**config.mk**
```make
export PLATFORM = sky130hd
export DESIGN_NAME = sdram_capture_writer
export DESIGN_NICKNAME = d
export VERILOG_FILES = /design/src/rtl/sdram_capture_writer.sv
export SDC_FILE = /design/constraint.sdc
export NUM_CORES = 1
export LEC_CHECK = 0
export CAP_MARGIN = 25
export CORE_MARGIN = 1
export CORE_UTILIZATION = 25
export CTS_CLUSTER_DIAMETER = 120
export DETAILED_ROUTE_END_ITERATION = 10
export SLEW_MARGIN = 15
export SYNTH_ARGS = -nofsm -noshare
export SYNTH_HDL_FRONTEND = slang
export SYNTH_SLANG_ARGS = --single-unit
```
**constraint.sdc**
```tcl
create_clock -name M100CLK -period 4.2 [get_ports M100CLK]
set_clock_uncertainty 0.05 [all_clocks]
set_input_delay 1.05 -clock M100CLK [delete_from_list [all_inputs] [get_ports M100CLK]]
set_output_delay 1.05 -clock M100CLK [all_outputs]
set_load 0.005 [all_outputs]
```
**src/rtl/sdram_capture_writer.sv**
```systemverilog
// Capture-side SDRAM write master: packs ADC byte pairs into 16-bit words, buffers them in a
// small FIFO and streams them to sequential SDRAM word addresses over Avalon-MM.
module sdram_capture_writer #(
  parameter int unsigned       ADDR_W    = 25,
  parameter logic [ADDR_W-1:0] BASE_ADDR = '0,
  parameter int unsigned       FIFO_AW   = 4
) (
  input  logic              M100CLK,
  input  logic              reset,
  input  logic              start,
  input  logic [ADDR_W-1:0] length,
  input  logic [7:0]        adc_data,
  input  logic              adc_valid,
  output logic              avm_chipselect,
  output logic [ADDR_W-1:0] avm_address,
  output logic [1:0]        avm_byteenable,
  output logic [15:0]       avm_writedata,
  output logic              avm_write,
  input  logic              avm_waitrequest,
  output logic              busy,
  output logic              done,
  output logic              overflow,
  output logic [ADDR_W-1:0] words_written
);

  localparam int unsigned Depth = 2 ** FIFO_AW;

  typedef enum logic [1:0] {StIdle, StCapture, StDrain, StDone} state_e;

  state_e              state_q;
  logic                busy_q, done_q;
  logic [ADDR_W-1:0]   len_q, pushed_q, wcount_q;
  logic                phase_q;
  logic [7:0]          low_q;
  logic                overflow_q;

  logic [15:0]         mem_q [Depth];
  logic [FIFO_AW-1:0]  wr_ptr_q, rd_ptr_q;
  logic [FIFO_AW:0]    count_q;

  logic fifo_empty, fifo_full, pop, push_req, push_ok, last_push;

  always_comb begin
    fifo_empty = (count_q == '0);
    fifo_full  = (count_q == (FIFO_AW + 1)'(Depth));
    pop        = !fifo_empty && !avm_waitrequest;
    push_req   = (state_q == StCapture) && adc_valid && phase_q;
    // A completing pop frees a slot on the same edge, so a push into a full FIFO still lands.
    push_ok    = push_req && (!fifo_full || pop);
    last_push  = push_req && ((pushed_q + ADDR_W'(1)) == len_q);
  end

  // Control FSM with registered status outputs.
  always_ff @(posedge M100CLK) begin
    if (reset) begin
      state_q    <= StIdle;
      busy_q     <= 1'b0;
      done_q     <= 1'b0;
      len_q      <= '0;
      pushed_q   <= '0;
      phase_q    <= 1'b0;
      low_q      <= '0;
      overflow_q <= 1'b0;
      wcount_q   <= '0;
    end else begin
      if (pop) wcount_q <= wcount_q + ADDR_W'(1);
      unique case (state_q)
        StIdle, StDone: begin
          if (start) begin
            len_q      <= length;
            pushed_q   <= '0;
            phase_q    <= 1'b0;
            overflow_q <= 1'b0;
            wcount_q   <= '0;
            if (length == '0) begin
              state_q <= StDone;
              busy_q  <= 1'b0;
              done_q  <= 1'b1;
            end else begin
              state_q <= StCapture;
              busy_q  <= 1'b1;
              done_q  <= 1'b0;
            end
          end
        end
        StCapture: begin
          if (adc_valid) begin
            if (!phase_q) begin
              low_q   <= adc_data;
              phase_q <= 1'b1;
            end else begin
              phase_q  <= 1'b0;
              // Dropped words still count toward the requested length.
              pushed_q <= pushed_q + ADDR_W'(1);
              if (!push_ok) overflow_q <= 1'b1;
              if (last_push) state_q <= StDrain;
            end
          end
        end
        StDrain: begin
          if (fifo_empty) begin
            state_q <= StDone;
            busy_q  <= 1'b0;
            done_q  <= 1'b1;
          end
        end
      endcase
    end
  end

  always_ff @(posedge M100CLK) begin
    if (reset) begin
      wr_ptr_q <= '0;
      rd_ptr_q <= '0;
      count_q  <= '0;
    end else begin
      if (push_ok) wr_ptr_q <= wr_ptr_q + FIFO_AW'(1);
      if (pop)     rd_ptr_q <= rd_ptr_q + FIFO_AW'(1);
      unique case ({push_ok, pop})
        2'b10:   count_q <= count_q + (FIFO_AW + 1)'(1);
        2'b01:   count_q <= count_q - (FIFO_AW + 1)'(1);
        default: count_q <= count_q;
      endcase
    end
  end

  // Storage is not reset; the pointers define what is valid.
  always_ff @(posedge M100CLK) begin
    if (push_ok) mem_q[wr_ptr_q] <= {adc_data, low_q};
  end

  always_comb begin
    avm_write      = !fifo_empty;
    avm_chipselect = avm_write;
    avm_byteenable = avm_write ? 2'b11 : 2'b00;
    // Address and data are forced to zero when idle so every output is zero out of reset.
    avm_address    = avm_write ? (BASE_ADDR + wcount_q) : '0;
    avm_writedata  = avm_write ? mem_q[rd_ptr_q] : '0;
    busy           = busy_q;
    done           = done_q;
    overflow       = overflow_q;
    words_written  = wcount_q;
  end

endmodule

```
==> impl_metrics.csv <==
group,metric,value,unit
route,wl_per_cell,18.3,um
synthesis,yosysWarnings,0,
placed_design,gp_congestion,0.821,
worst_setup_path,crit_path_start_kind,"register",
status,outcome,"complete, no violations",
synthesis,synth.most_common_cell,"edfxtp_1",
timing,period_share,95.9,%
pwr,comb_power_share,23.6,%
synthesis,synth_nets,1148,
route,first_iter_violations,707,
finish,final_nets,1286,
synthesis,yosys-top-cells-area,"edfxtp_1, dfxtp_1, mux4_2",
cts,numCtsBuffers,40,
run,max_cap_viol_count,0,
global_route,antenna_found_initial,2,
route,num_vias,9475,
global_route,grt_pass1_vias,9484,
synthesis,ys_seq_area_share,63.5,%
cts,htree_levels,2,
floorplan,dieArea,0.0628,mm2
timing,clock.fmax,248,MHz
worst_setup_path,worstPathRequired,3100,ps
worst_setup_path,r2r-start,"pushed_q[0]",
floorplan,ios,111,
synthesis,async_flop_share,0,%
route,drc_errors,0,
synthesis,synth_edf_count,256,
placed_design,place_hpwl,23700,um
pwr,sequentialPowerShare,41.5,%
cts,ctsRootBufferMaster,"clkbuf_16",
route,ant_nets,0,
route,drt_pass1_iterations,5,
finish,fill_cells,5881,
cts,clk_pin_slew,60,ps
worst_setup_path,worst-setup-path-type,"register to output port",
cts,tritoncts,"done",
global_route,grt_first_pass_wirelength,57300,um
cts,clock_latency,560,ps
min_path,whs_path_depth,2,
floorplan,die_y,251,um
timing,holdWs,422,ps
worst_setup_path,arrival,2930,ps
global_route,grt_max_degree,65,
route,routed_wl,37500,um
cts,cts_buffer_depth,3,
worst_setup_path,end_kind,"output port",
pwr,total_leakage_power,6.21,nW
cts,cts_resized,0,
synthesis,synth_cell_type_count,67,
timing,tightestPinTransition,780,ps
timing,grt_setup_unrepaired,"no",
min_path,hold_path.class,"register to register",
synthesis,synth.cell_area,0.0154,mm2
finish,synthToLayoutAreaGrowth,23.1,%
timing,setup_total_negative_slack,0,ps
floorplan,rows,90,
synthesis,synth_cells,1096,
timing,period_minus_slack,4030,ps
worst_setup_path,rrSetupSlack,850,ps
worst_setup_path,ff2ff_path_depth,10,
worst_setup_path,r2r_end,"state_q[1]",
pwr,p_sw,2.76,mW
route,vias_per_cell,4.63,
cts,cts_num_sinks,362,
placed_design,portBuffers,110,
finish,drive_above_1_share,17.1,%
floorplan,core-area,0.0607,mm2
timing,finalSetupViolCount,0,
global_route,grt.total_usage,11.9,%
synthesis,yosys.area.top_type_share,49.8,%
synthesis,synth_top_cell_by_area,"edfxtp_1",
synthesis,avgSynthCellArea,14.1,um2
floorplan,chipWidth,251,um
synthesis,ys.flop_type,"edfxtp_1",
pwr,peakVddDrop,0.273,mV
synthesis,ys_ff_latch,362,
cts,cts_hold_buffers,0,
synthesis,synthTopCellsByCount,"edfxtp_1, dfxtp_1, nor2_1, nand2_1, mux4_2",
pwr,internal-power,7.24,mW
pwr,p_clk_share,34.9,%
timing,timing.final.max_slew_violations,0,
timing,final_hold_viol_count,0,
worst_setup_path,cp_max_fo,22,
floorplan,initial_core_util,25.4,%
finish,n_antenna_cell,0,
worst_setup_path,endpoint,"avm_writedata[15]",
pwr,swShare,27.6,%
pwr,powerDensity,526,mW/mm2
global_route,overflow,0,
timing,slew_headroom,47.8,%
## worst max-delay path: stages (launching register included)
cell	delay, ps
dfxtp_4	470
buf_12	240
mux4_2	530
mux4_2	490
and2_1	180
clkdlybuf4s50_1	440
## repair_timing
action	CTS	global route
endpoints found under the setup margin	4	0
setup buffers	5	0
hold endpoints to repair	0	0
## layout make-up
class | count | area (um2) | share of cell area [%]
Clock inverter | 23 | 231 | 1.22
Inverter | 16 | 60.1 | 0.316
Clock buffer | 51 | 1070 | 5.65
Sequential cell | 362 | 9810 | 51.6
Multi-Input combinational cell | 652 | 5310 | 27.9
Tap cell | 782 | 978 | 5.15
Timing Repair Buffer | 162 | 1540 | 8.12
## kinds of logic (layout without fill, tap and decap cells)
| group | Yosys count | count (layout) | share of synthesized area (%) |
|---|---|---|---|
| flops | 362 | 362 | 63.5 |
| simple gates | 350 | 350 | 11.6 |
| compound gates | 126 | 126 | 5.00 |
| mux | 98 | 98 | 12.9 |
| buf+inv | 82 | 252 | 2.24 |
| xor+xnor | 64 | 64 | 3.63 |
| fa+ha+maj | 14 | 14 | 1.18 |
## power groups by stage
stage          combinational, mW  sequential (mW)  clock, mW
6_report                    2.35             4.15       3.49
5_1_grt                     2.59             4.17       3.71
4_1_cts                     2.42             4.15       3.59
3_5_place_dp                2.36             4.25          0
3_3_place_gp                2.32             4.24          0
2_1_floorplan               1.50             4.15          0
## worst min-delay path by stage
stage / start / to
floorplan: len_q[12] / len_q[12]
global placement: len_q[20] / len_q[20]
detailed placement: len_q[20] / len_q[20]
CTS: len_q[20] / len_q[20]
global route: len_q[19] / len_q[19]
finish: len_q[20] / len_q[20]
## stage by stage
step / util [%] / instances / worst slack [ps] / power [mW] / instance area [um2]
floorplan: - / 1096 / 637 / 5.65 / 15400
global placement: 29.1 / 1968 / 593 / 6.56 / 17700
detailed placement: 29.1 / 1968 / 552 / 6.61 / 17700
CTS: 31.3 / 2047 / 108 / 10.2 / 19000
global route: 31.3 / 2048 / 52.7 / 10.5 / 19000
finish: 31.3 / 2048 / 172 / 9.99 / 19000
## routing by layer
layer	vias up	track usage, %	wire length, um
met2	233	19.6	18300
met5	-	0	17
li1	4404	-	-
met4	4	4.79	1180
met1	4760	15.2	15900
met3	74	2.61	2120
## flip-flops by register name (all words and copies together), names as in the netlist, named ones only
signal         flops
busy               1
count_q            5
done               1
len_q             25
low_q              8
mem_q            256
overflow           1
phase_q            1
pushed_q          25
rd_ptr_q           4
state_q            2
words_written     25
wr_ptr_q           4
## placed cells by master, fill, tap and decap left out, types with 5 or more instances in the layout
| cell type | synthesis | layout |
|---|---|---|
| ha_1 | 13 | 13 |
| clkdlybuf4s50_1 | 0 | 109 |
| xnor2_1 | 30 | 30 |
| xor2_1 | 34 | 34 |
| clkinv_1 | 0 | 7 |
| nor4_1 | 10 | 10 |
| a31oi_1 | 5 | 5 |
| and3_1 | 7 | 7 |
| dfxtp_1 | 106 | 104 |
| nor3_1 | 15 | 11 |
| clkbuf_1 | 40 | 9 |
| nand2_1 | 93 | 92 |
| clkbuf_16 | 0 | 41 |
| nand4_1 | 21 | 21 |
| nor2_1 | 94 | 93 |
| a21oi_1 | 43 | 43 |
| nand2b_1 | 5 | 5 |
| o21ai_0 | 33 | 33 |
| mux2i_1 | 15 | 15 |
| or3_1 | 5 | 5 |
| clkinv_2 | 0 | 6 |
| buf_4 | 7 | 47 |
| mux4_2 | 80 | 80 |
| inv_1 | 16 | 16 |
| nand3_1 | 25 | 25 |
| and2_1 | 44 | 44 |
| o31ai_1 | 11 | 11 |
| edfxtp_1 | 256 | 256 |
Power figures use the tool's default switching activity.
